$ cat config.mk
export PLATFORM = sky130hd
export DESIGN_NAME = vs_atom_correlator
export DESIGN_NICKNAME = d
export VERILOG_FILES = /design/src/rtl/verisparse.sv /design/src/rtl/vs_fp_mac.sv /design/src/rtl/vs_atom_correlator.sv
export SDC_FILE = /design/constraint.sdc
export NUM_CORES = 2
export LEC_CHECK = 0
export CAP_MARGIN = 20
export CORE_MARGIN = 8
export CORE_UTILIZATION = 35
export DETAILED_ROUTE_END_ITERATION = 8
export SETUP_SLACK_MARGIN = 0.02
export SYNTH_ARGS = -nofsm -noshare
export SYNTH_HDL_FRONTEND = slang
export SYNTH_SLANG_ARGS = --single-unit
$ cat constraint.sdc
create_clock -name clk -period 12.8 [get_ports clk]
set_clock_uncertainty 0.1 [all_clocks]
set_input_delay 2.56 -clock clk [delete_from_list [all_inputs] [get_ports clk]]
set_output_delay 2.56 -clock clk [all_outputs]
set_load 0.05 [all_outputs]
$ cat src/rtl/verisparse.sv
// Shared types and fixed-point helpers for the pursuit datapath correlation engine.
// Pure combinational helpers; no latency, no flow control.
package verisparse;

    typedef enum logic [2:0] {
        IDLE,
        LOAD,
        SCAN,
        DRAIN,
        DONE
    } vs_corr_state_t;

    // Helpers work at fixed maximum widths; callers size-cast in and out.
    localparam int VS_WMAX = 128;
    localparam int VS_FMAX = 64;

    // Clamp a wide signed value to an n-bit signed range.
    function automatic logic signed [VS_FMAX-1:0] vs_fp_sat(
        input logic signed [VS_WMAX-1:0] v,
        input int                        n
    );
        logic signed [VS_WMAX-1:0] hi;
        logic signed [VS_WMAX-1:0] lo;
        hi = (VS_WMAX'(1) << (n - 1)) - VS_WMAX'(1);
        lo = ~hi;
        if (v > hi)
            return hi[VS_FMAX-1:0];
        else if (v < lo)
            return lo[VS_FMAX-1:0];
        else
            return v[VS_FMAX-1:0];
    endfunction

    // Magnitude with one extra bit so the most-negative input does not wrap.
    function automatic logic [VS_FMAX:0] vs_fp_abs(
        input logic signed [VS_FMAX-1:0] v
    );
        logic signed [VS_FMAX:0] w;
        w = {v[VS_FMAX-1], v};
        return v[VS_FMAX-1] ? -w : w;
    endfunction

endpackage

$ cat src/rtl/vs_fp_mac.sv
// Registered signed multiply feeding a full-precision accumulator, cleared on first element.
// Latency: 2 cycles from operands to acc; acc_done pulses with the last element; no backpressure.
module vs_fp_mac #(
    parameter int FP_N  = 32,
    parameter int ACC_W = 68
) (
    input  logic                    clk,
    input  logic                    reset,
    input  logic                    in_vld,
    input  logic                    in_first,
    input  logic                    in_last,
    input  logic signed [FP_N-1:0]  a,
    input  logic signed [FP_N-1:0]  b,
    output logic signed [ACC_W-1:0] acc,
    output logic                    acc_done
);

    logic signed [2*FP_N-1:0] prod;
    logic                     prod_vld;
    logic                     prod_first;
    logic                     prod_last;

    always_ff @(posedge clk) begin
        if (reset) begin
            prod       <= '0;
            prod_vld   <= 1'b0;
            prod_first <= 1'b0;
            prod_last  <= 1'b0;
        end else begin
            prod       <= (2*FP_N)'(a) * (2*FP_N)'(b);
            prod_vld   <= in_vld;
            prod_first <= in_first;
            prod_last  <= in_last;
        end
    end

    always_ff @(posedge clk) begin
        if (reset) begin
            acc      <= '0;
            acc_done <= 1'b0;
        end else begin
            acc_done <= prod_vld & prod_last;
            if (prod_vld)
                acc <= prod_first ? ACC_W'(prod) : acc + ACC_W'(prod);
        end
    end

endmodule

$ cat src/rtl/vs_atom_correlator.sv
// Caches the residual, streams all dictionary columns, reports the max-|corr| atom; done at S*(D+1)+4.
// No backpressure; VS_CORR_STREAM_EN adds a per-atom corr_* result stream.
module vs_atom_correlator
    import verisparse::*;
#(
    parameter int FP_N            = 32,
    parameter int FP_Q            = 15,
    parameter int SIGNAL_SIZE     = 16,
    parameter int DICTIONARY_SIZE = 64,
    parameter int SIG_AW          = 8,
    parameter int DICT_AW         = 16
) (
    input  logic                      clk,
    input  logic                      reset,
    input  logic                      start,
    output logic                      busy,
    output logic                      done,
    output logic [SIG_AW-1:0]         y_read_addr,
    input  logic signed [FP_N-1:0]    y_read_data,
    output logic [DICT_AW-1:0]        dict_read_addr,
    input  logic signed [FP_N-1:0]    dict_read_data,
    output logic [((DICTIONARY_SIZE > 1) ? $clog2(DICTIONARY_SIZE) : 1)-1:0] best_index,
    output logic signed [FP_N-1:0]    best_value
`ifdef VS_CORR_STREAM_EN
    ,
    output logic                      corr_valid,
    output logic [((DICTIONARY_SIZE > 1) ? $clog2(DICTIONARY_SIZE) : 1)-1:0] corr_index,
    output logic signed [FP_N-1:0]    corr_value
`endif
);

    localparam int SW    = (SIGNAL_SIZE > 1) ? $clog2(SIGNAL_SIZE) : 1;
    localparam int IDX_W = (DICTIONARY_SIZE > 1) ? $clog2(DICTIONARY_SIZE) : 1;
    localparam int ACC_W = 2*FP_N + $clog2(SIGNAL_SIZE);

    vs_corr_state_t state;
    vs_corr_state_t state_nxt;

    logic [SW-1:0]           ld_cnt;
    logic [SW-1:0]           el_cnt;
    logic [IDX_W-1:0]        at_cnt;
    logic [DICT_AW-1:0]      dict_cnt;
    logic                    el_last;
    logic                    at_last;

    logic                    ld_vld;
    logic [SW-1:0]           ld_idx;
    logic signed [FP_N-1:0]  ybuf [SIGNAL_SIZE];
    logic signed [FP_N-1:0]  y_sel;

    logic                    s1_vld;
    logic                    s1_first;
    logic                    s1_last;
    logic signed [FP_N-1:0]  y_reg;

    logic signed [ACC_W-1:0] acc;
    logic                    acc_done;

    logic signed [ACC_W-1:0] shifted;
    logic signed [FP_N-1:0]  atom_val;
    logic [FP_N:0]           atom_abs;
    logic [IDX_W-1:0]        res_idx;
    logic                    res_last;
    logic                    take;
    logic [IDX_W-1:0]        run_idx;
    logic signed [FP_N-1:0]  run_val;
    logic [FP_N:0]           run_abs;
    logic [IDX_W-1:0]        nxt_idx;
    logic signed [FP_N-1:0]  nxt_val;
    logic [FP_N:0]           nxt_abs;

    assign el_last  = (el_cnt == SW'(SIGNAL_SIZE - 1));
    assign at_last  = (at_cnt == IDX_W'(DICTIONARY_SIZE - 1));
    assign res_last = (res_idx == IDX_W'(DICTIONARY_SIZE - 1));

    always_ff @(posedge clk) begin
        if (reset)
            state <= IDLE;
        else
            state <= state_nxt;
    end

    always_comb begin
        state_nxt = state;
        case (state)
            IDLE:    if (start) state_nxt = LOAD;
            LOAD:    if (ld_cnt == SW'(SIGNAL_SIZE - 1)) state_nxt = SCAN;
            SCAN:    if (el_last && at_last) state_nxt = DRAIN;
            DRAIN:   if (acc_done && res_last) state_nxt = DONE;
            DONE:    state_nxt = IDLE;
            default: state_nxt = IDLE;
        endcase
    end

    always_comb begin
        busy           = (state != IDLE);
        done           = (state == DONE);
        y_read_addr    = (state == LOAD) ? SIG_AW'(ld_cnt) : '0;
        dict_read_addr = (state == SCAN) ? dict_cnt : '0;
    end

    always_ff @(posedge clk) begin
        if (reset || state == IDLE) begin
            ld_cnt   <= '0;
            el_cnt   <= '0;
            at_cnt   <= '0;
            dict_cnt <= '0;
        end else if (state == LOAD) begin
            ld_cnt <= ld_cnt + SW'(1);
        end else if (state == SCAN) begin
            dict_cnt <= dict_cnt + DICT_AW'(1);
            if (el_last) begin
                el_cnt <= '0;
                at_cnt <= at_cnt + IDX_W'(1);
            end else begin
                el_cnt <= el_cnt + SW'(1);
            end
        end
    end

    always_ff @(posedge clk) begin
        if (reset) begin
            ld_vld <= 1'b0;
            ld_idx <= '0;
        end else begin
            ld_vld <= (state == LOAD);
            ld_idx <= ld_cnt;
        end
    end

    always_ff @(posedge clk) begin
        if (ld_vld)
            ybuf[ld_idx] <= y_read_data;
    end

    // With S=1 the only residual word lands on the same edge the scan first needs it.
    assign y_sel = (ld_vld && ld_idx == el_cnt) ? y_read_data : ybuf[el_cnt];

    always_ff @(posedge clk) begin
        if (reset) begin
            s1_vld   <= 1'b0;
            s1_first <= 1'b0;
            s1_last  <= 1'b0;
            y_reg    <= '0;
        end else begin
            s1_vld   <= (state == SCAN);
            s1_first <= (el_cnt == '0);
            s1_last  <= el_last;
            y_reg    <= y_sel;
        end
    end

    vs_fp_mac #(
        .FP_N  (FP_N),
        .ACC_W (ACC_W)
    ) u_mac (
        .clk      (clk),
        .reset    (reset),
        .in_vld   (s1_vld),
        .in_first (s1_first),
        .in_last  (s1_last),
        .a        (dict_read_data),
        .b        (y_reg),
        .acc      (acc),
        .acc_done (acc_done)
    );

    always_comb begin
        shifted  = acc >>> FP_Q;
        atom_val = FP_N'(vs_fp_sat(VS_WMAX'(shifted), FP_N));
        atom_abs = (FP_N+1)'(vs_fp_abs(VS_FMAX'(atom_val)));
        take     = (res_idx == '0) || (atom_abs > run_abs);
        nxt_idx  = take ? res_idx  : run_idx;
        nxt_val  = take ? atom_val : run_val;
        nxt_abs  = take ? atom_abs : run_abs;
    end

    always_ff @(posedge clk) begin
        if (reset) begin
            res_idx    <= '0;
            run_idx    <= '0;
            run_val    <= '0;
            run_abs    <= '0;
            best_index <= '0;
            best_value <= '0;
        end else if (state == IDLE) begin
            res_idx <= '0;
        end else if (acc_done) begin
            res_idx <= res_idx + IDX_W'(1);
            run_idx <= nxt_idx;
            run_val <= nxt_val;
            run_abs <= nxt_abs;
            if (res_last) begin
                best_index <= nxt_idx;
                best_value <= nxt_val;
            end
        end
    end

`ifdef VS_CORR_STREAM_EN
    always_ff @(posedge clk) begin
        if (reset) begin
            corr_valid <= 1'b0;
            corr_index <= '0;
            corr_value <= '0;
        end else begin
            corr_valid <= acc_done;
            if (acc_done) begin
                corr_index <= res_idx;
                corr_value <= atom_val;
            end
        end
    end
`endif

endmodule

# --- Word-level counts from Yosys, hierarchy flattened ---
# Memories as Yosys holds them, arrays and structs flattened. A register that Yosys moved wholly into a read port is not among the register bits.
# Cells that the tools add are included.
classes:
  multipliers: 1
  n_lt_le_gt_ge: 3
  add_sub_neg: 7
  mux: 16
  reduce_logical: 15
  n_eq_ne: 12
  n_div: 0
  shifts: 0
  n_bitwise: 3
ops:
  columns: ["op", "n"]
  rows:
  - ["32-bit two-way mux", 3]
  - ["68-bit by 64-bit adder with 68-bit output", 1]
  - ["68-bit two-way mux", 1]
  - ["32-bit by 32-bit multiplier with 64-bit output", 1]
  - ["53-bit by 32-bit > comparator with 1-bit output (second input constant)", 1]
  - ["53-bit by 32-bit less-than comparator with 1-bit output (second input constant)", 1]
  - ["33-bit > comparator", 1]
  - ["33-bit two-way mux", 1]
  - ["32-bit negation with 33-bit output", 1]
  - ["16-bit by 1-bit adder with 16-bit output (second input constant)", 1]
  - ["16-bit two-way mux", 1]
  - ["6-bit by 1-bit adder with 6-bit output (second input constant)", 2]
  - ["6-bit equality test (second input constant)", 2]
  - ["3-bit two-way mux", 4]
  - ["3-bit case mux with 4 select lines", 1]
  - ["3-bit AND reduction", 3]
  - ["4-bit by 1-bit adder with 4-bit output (second input constant)", 2]
  - ["4-bit equality test (second input constant)", 2]
  - ["4-bit two-way mux", 2]
  - ["2-bit != test (second input constant)", 4]
  - ["3-bit by 2-bit equality test with 1-bit output (second input constant)", 2]
  - ["6-bit zero test", 1]
  - ["6-bit two-way mux", 1]
  - ["4-bit zero test", 1]
  - ["12 further kinds", 17]
totals:
  reg_bits: 292
  elab_cells: 80
  input_bits: 67
  latchBits: 0
  mem_bits_ro: 0
  output_inout_bits: 64
  n_memories: 1
  ram_bits: 512
mem_list:
  columns: ["memory", "words", "width", "read_ports", "rd_clocked_by_memory_dff", "write_ports", "line_no", "source"]
  rows:
  - ["ybuf", 16, 32, 1, 1, 1, "vs_atom_correlator.sv:48", "logic signed [FP_N-1:0] ybuf [SIGNAL_SIZE];"]

# --- Logic depth before layout (Yosys ltp) ---
logic_depth:
  depth_word: 8
  ltp_mapped: 30
  depth_no_buf: 29

# --- Cells and area by module ---
# A second synthesis with hierarchy kept.
unflattened:
  cells_unflattened: 6953
  hier_area_um2: 73706.9
by_module_without_submodules:
  columns: ["mod", "n_inst", "area_each_um2", "cells_each", "seq_area_each_um2"]
  rows:
  - ["vs_fp_mac", 1, 44595.3, 4954, 2722.6]
  - ["vs_atom_correlator", 1, 29111.7, 1999, 19138.4]

# --- Worst setup path before layout ---
# Ideal clock, no wire load.
synth_timing:
  path_kind: "input to register"
  start: "input dict_read_data[31]"
  end: "register u_mac.prod[60]"
  n_path_buf: 2
  setup_slack_ns: 2.659
  required_ns: 12.572
  path_stages: 27
  setup_ns: 0.128
  arrival_time_ns: 9.914
  cell_sequence: "clkbuf_1 > nand2_1 > inv_1 > fa_1 > inv_1 > fa_1 > inv_1 > fa_1 > fa_1 > inv_1 > fa_1 > inv_1 > fa_1 > fa_1 > fa_1 > ha_1 > clkbuf_1 > a21o_1 > a21o_1 > a21oi_1 > a21o_1 > o311ai_1 > a211o_1 > a21o_1 > a21o_1 > xnor2_1 > nor2_1"
synth_via:
  elab_chain_len: 1
synth_lines:
  columns: ["element", "line_no", "source"]
  rows:
  - ["start, declared", "vs_atom_correlator.sv:21", "input logic signed [FP_N-1:0] dict_read_data,"]
  - ["32-bit by 32-bit multiplier with 64-bit output", "vs_fp_mac.sv:30", "prod <= (2*FP_N)'(a) * (2*FP_N)'(b);"]
  - ["end signal, assigned", "vs_fp_mac.sv:30", null]
  - ["end, declared", "vs_fp_mac.sv:18", "logic signed [2*FP_N-1:0] prod;"]
# No other way between the ends.
# A chain may end at the register's enable or synchronous reset.

# --- Final worst setup path ---
layout_timing:
  start: "input dict_read_data[6]"
  end: "register u_mac.prod[48]"
# The elaborated chain is that of the path after synthesis.

==> impl_results.md <==
* Status: completed
* Starting DRT DRC Count at about 3900
* Post-synthesis simple-gate area fraction at 13.1%
* CP max FO at 12
* Worst slew pin tran at approximately 1.1 ns
* Area Growth Syn to Fin at 9.79%
* Clk sinks at 836
* Worst Setup Start Kind: primary input
* Finish-stage setup viols at 0
* Design area at 80500 µm²
* Capture point of the worst reg-to-reg path: u_mac.prod[62]$_SDFF_PP0_
* Cell repeated most along the worst path: fa_1
* CTS tree: built
* Post-synthesis adder-cell area fraction at approximately a third
* Clock slew at reported path FFs at around 0.070 ns
* Critical path buffers and inverters at 8
* First-pass GRT wire length at 310 mm
* Sequential area share after synthesis at between 20% and 30%
* Worst-Skew Late Latency at about 0.71 ns
* Commonest non-fill, non-tap cell in the layout: inv_1
* Final period util at a little over four fifths
* RSZ-0062 raised after global routing: false
* Critical Path Sink: u_mac.prod[48]$_SDFF_PP0_
* Placed Instance Area at a little under 80000 µm²
* Hold Vio Cnt, Final at 0
* CTS Root Cell: clkbuf_16
* Fin nets at roughly 8300
* Mux share of post-synthesis cell area at under 10%
* Biggest regs: ybuf: 512 flops, u_mac.acc: 68 flops, u_mac.prod: 64 flops
* Worst R2R Path Depth at 26
* Mean post-synth cell area at around 11 µm²
* Post-CTS Hold Fix Bufs at 0
* CP top delay family: adder cells
* R2r setup slk at between 3 and 4 ns
* WS Path Type: in2reg
* Synth Area in Compound Gates at approximately 6.9%
* IO buf count at 126
* Wire per inst at ~20 µm
* Post-Synth XOR/XNOR Area at under 10%
* Minimum clock period at between 10 and 15 ns
* Multi-input logic area at approximately 46000 µm²
* Crit path depth at 29
* DRC at 0
* Crit path DAT at ~11 ns
* Largest family of logic cells by synthesized area: adder cells
* Drt via density at between 5 and 6
* Post-synth ARST share at 0%
* Most used DFF post-synth: edfxtp_1
* Cells after synthesis at approximately 6900
* Largest net degree at the start of global routing at roughly 110
* Post-CTS Resized at 0
* Cell variety after synth at slightly below 80
* CP required at roughly 13 ns
* FF-to-FF Start: y_reg[2]$_SDFF_PP0_
* Die footprint at ~220000 µm²
* Area of the core at approximately 210000 µm²
* Maxcap violations at 0
* Die Wd at between 400 and 500 µm
* Initial antenna violation count at 16
* Setup bufs post-CTS at 0
* Most frequent cells in the layout: inv_1, fa_1, nand2_1
* Total Routed Length at roughly 200 mm
* Synthesized area at around 73000 µm²
* Gr usage total at between 15 and 20%
* DIE HEIGHT at 474 µm
* H-tree levels at 3
* Crit end category: flip-flop
* DRT antenna net count at 0
* Reg with most FFs: ybuf
* Vias in the first global route at between 50000 and 60000
* Peak Freq at ~0.093 GHz
* CTS Buf Count at 80
* Setup tns final at 0 ns
* EDFF count, synth at between 500 and 600
* Crit path largest cell delay at roughly 0.87 ns
* Critical path's slowest cell: clkdlybuf4s50_1
* Post-synthesis register bit count at 836
* YS warnings at 0
* # fillers at slightly above 20000
* Max reg flops at around 500
* Slew Viols, Final at 0
* Hold Path Class: reg2reg
* Row cnt at about 170
* RePlAce Congestion at a little under 0.9
* Layout cells sized above 1 at under 10%
* Critical path launch point: dict_read_data[6]
* Via count at about 50000
* DRT Pass-1 Iters at 5
* Headroom to the max-slew limit at ~27%
* Register Area at between 20000 and 25000 µm²
* Hpwl dp at around 140 mm
* Starting Density at about a third
* Grt ovf at 0
* Max clock buf depth at 3
* Ports at ~130
==> synth_stat cells (25+ instances only) <==
cell | count | area [µm²]
buf_1 | 25 | 93.8
nor3_1 | 47 | 235
nor2_1 | 331 | 1240
and3_1 | 44 | 275
fa_1 | 1083 | 21700
nand4_1 | 44 | 275
edfxtp_1 | 512 | 15400
xnor2_1 | 89 | 780
mux4_2 | 160 | 3600
o21ai_1 | 37 | 185
nand3_1 | 51 | 255
inv_1 | 1089 | 4090
nor2b_1 | 30 | 188
a211oi_1 | 41 | 308
o22ai_1 | 37 | 231
ha_1 | 292 | 3650
xor2_1 | 67 | 587
o21ai_0 | 104 | 521
o211ai_1 | 31 | 233
a21oi_1 | 247 | 1240
and2_1 | 512 | 3200
a311oi_1 | 33 | 289
nand2b_1 | 30 | 188
clkbuf_1 | 371 | 1390
nand2_1 | 848 | 3180
a21o_1 | 100 | 751
mux2i_1 | 90 | 901
a31oi_1 | 27 | 169
dfxtp_1 | 324 | 6490
==> metal layers <==
metal	up-vias	routed length [µm]	track usage, %
li1	22100	-	-
met1	25900	83700	23.1
met2	1412	99400	30.3
met3	336	10700	2.41
met4	8	4870	4.32
met5	-	51	0
==> how the worst min path moves through the flow <==
stage / start / end / cells past startpoint
floorplan: s1_first$_SDFF_PP0_ / u_mac.prod_first$_SDFF_PP0_ / 1
global placement: s1_last$_SDFF_PP0_ / u_mac.prod_last$_SDFF_PP0_ / 1
detailed placement: s1_first$_SDFF_PP0_ / u_mac.prod_first$_SDFF_PP0_ / 1
CTS: s1_first$_SDFF_PP0_ / u_mac.prod_first$_SDFF_PP0_ / 1
global route: s1_last$_SDFF_PP0_ / u_mac.prod_last$_SDFF_PP0_ / 1
finish: s1_first$_SDFF_PP0_ / u_mac.prod_first$_SDFF_PP0_ / 1
==> final cells by class <==
type                    count  area share (%)
multi-input cells        4584            57.1
flip-flops and latches    836            27.2
inverters                1090            5.08
well taps                2805            4.36
clock buffers              96            2.69
repair buffers            241            2.68
clock inverters            54           0.824
diodes                      6          0.0186
==> per-stage QoR <==
stage	cells	setup WS (ns)	hold WS, ns	utilization [%]
after floorplan	6913	2.66	0.314	-
after global placement	9554	1.37	0.326	37.1
after detailed placement	9555	1.36	0.335	37.2
after CTS	9705	2.10	0.343	38.5
after global routing	9707	1.55	0.361	38.5
final	9712	2.05	0.340	38.5
==> logic make-up (layout without fill, tap and decap cells) <==
| logic type | after synthesis | after routing |
|---|---|---|
| other | 1 | 11 |
| multiplexers | 251 | 251 |
| buffers and inverters | 1493 | 1481 |
| XOR/XNOR | 156 | 156 |
| AND/OR/NAND/NOR | 2007 | 2007 |
| adder cells (fa/ha/maj) | 1375 | 1375 |
| flip-flops | 836 | 836 |
| AO/OA/AOI/OAI | 790 | 790 |
Power is not shown: default switching activity piles up to over one toggle a cycle in this logic, so the estimate is an artifact.
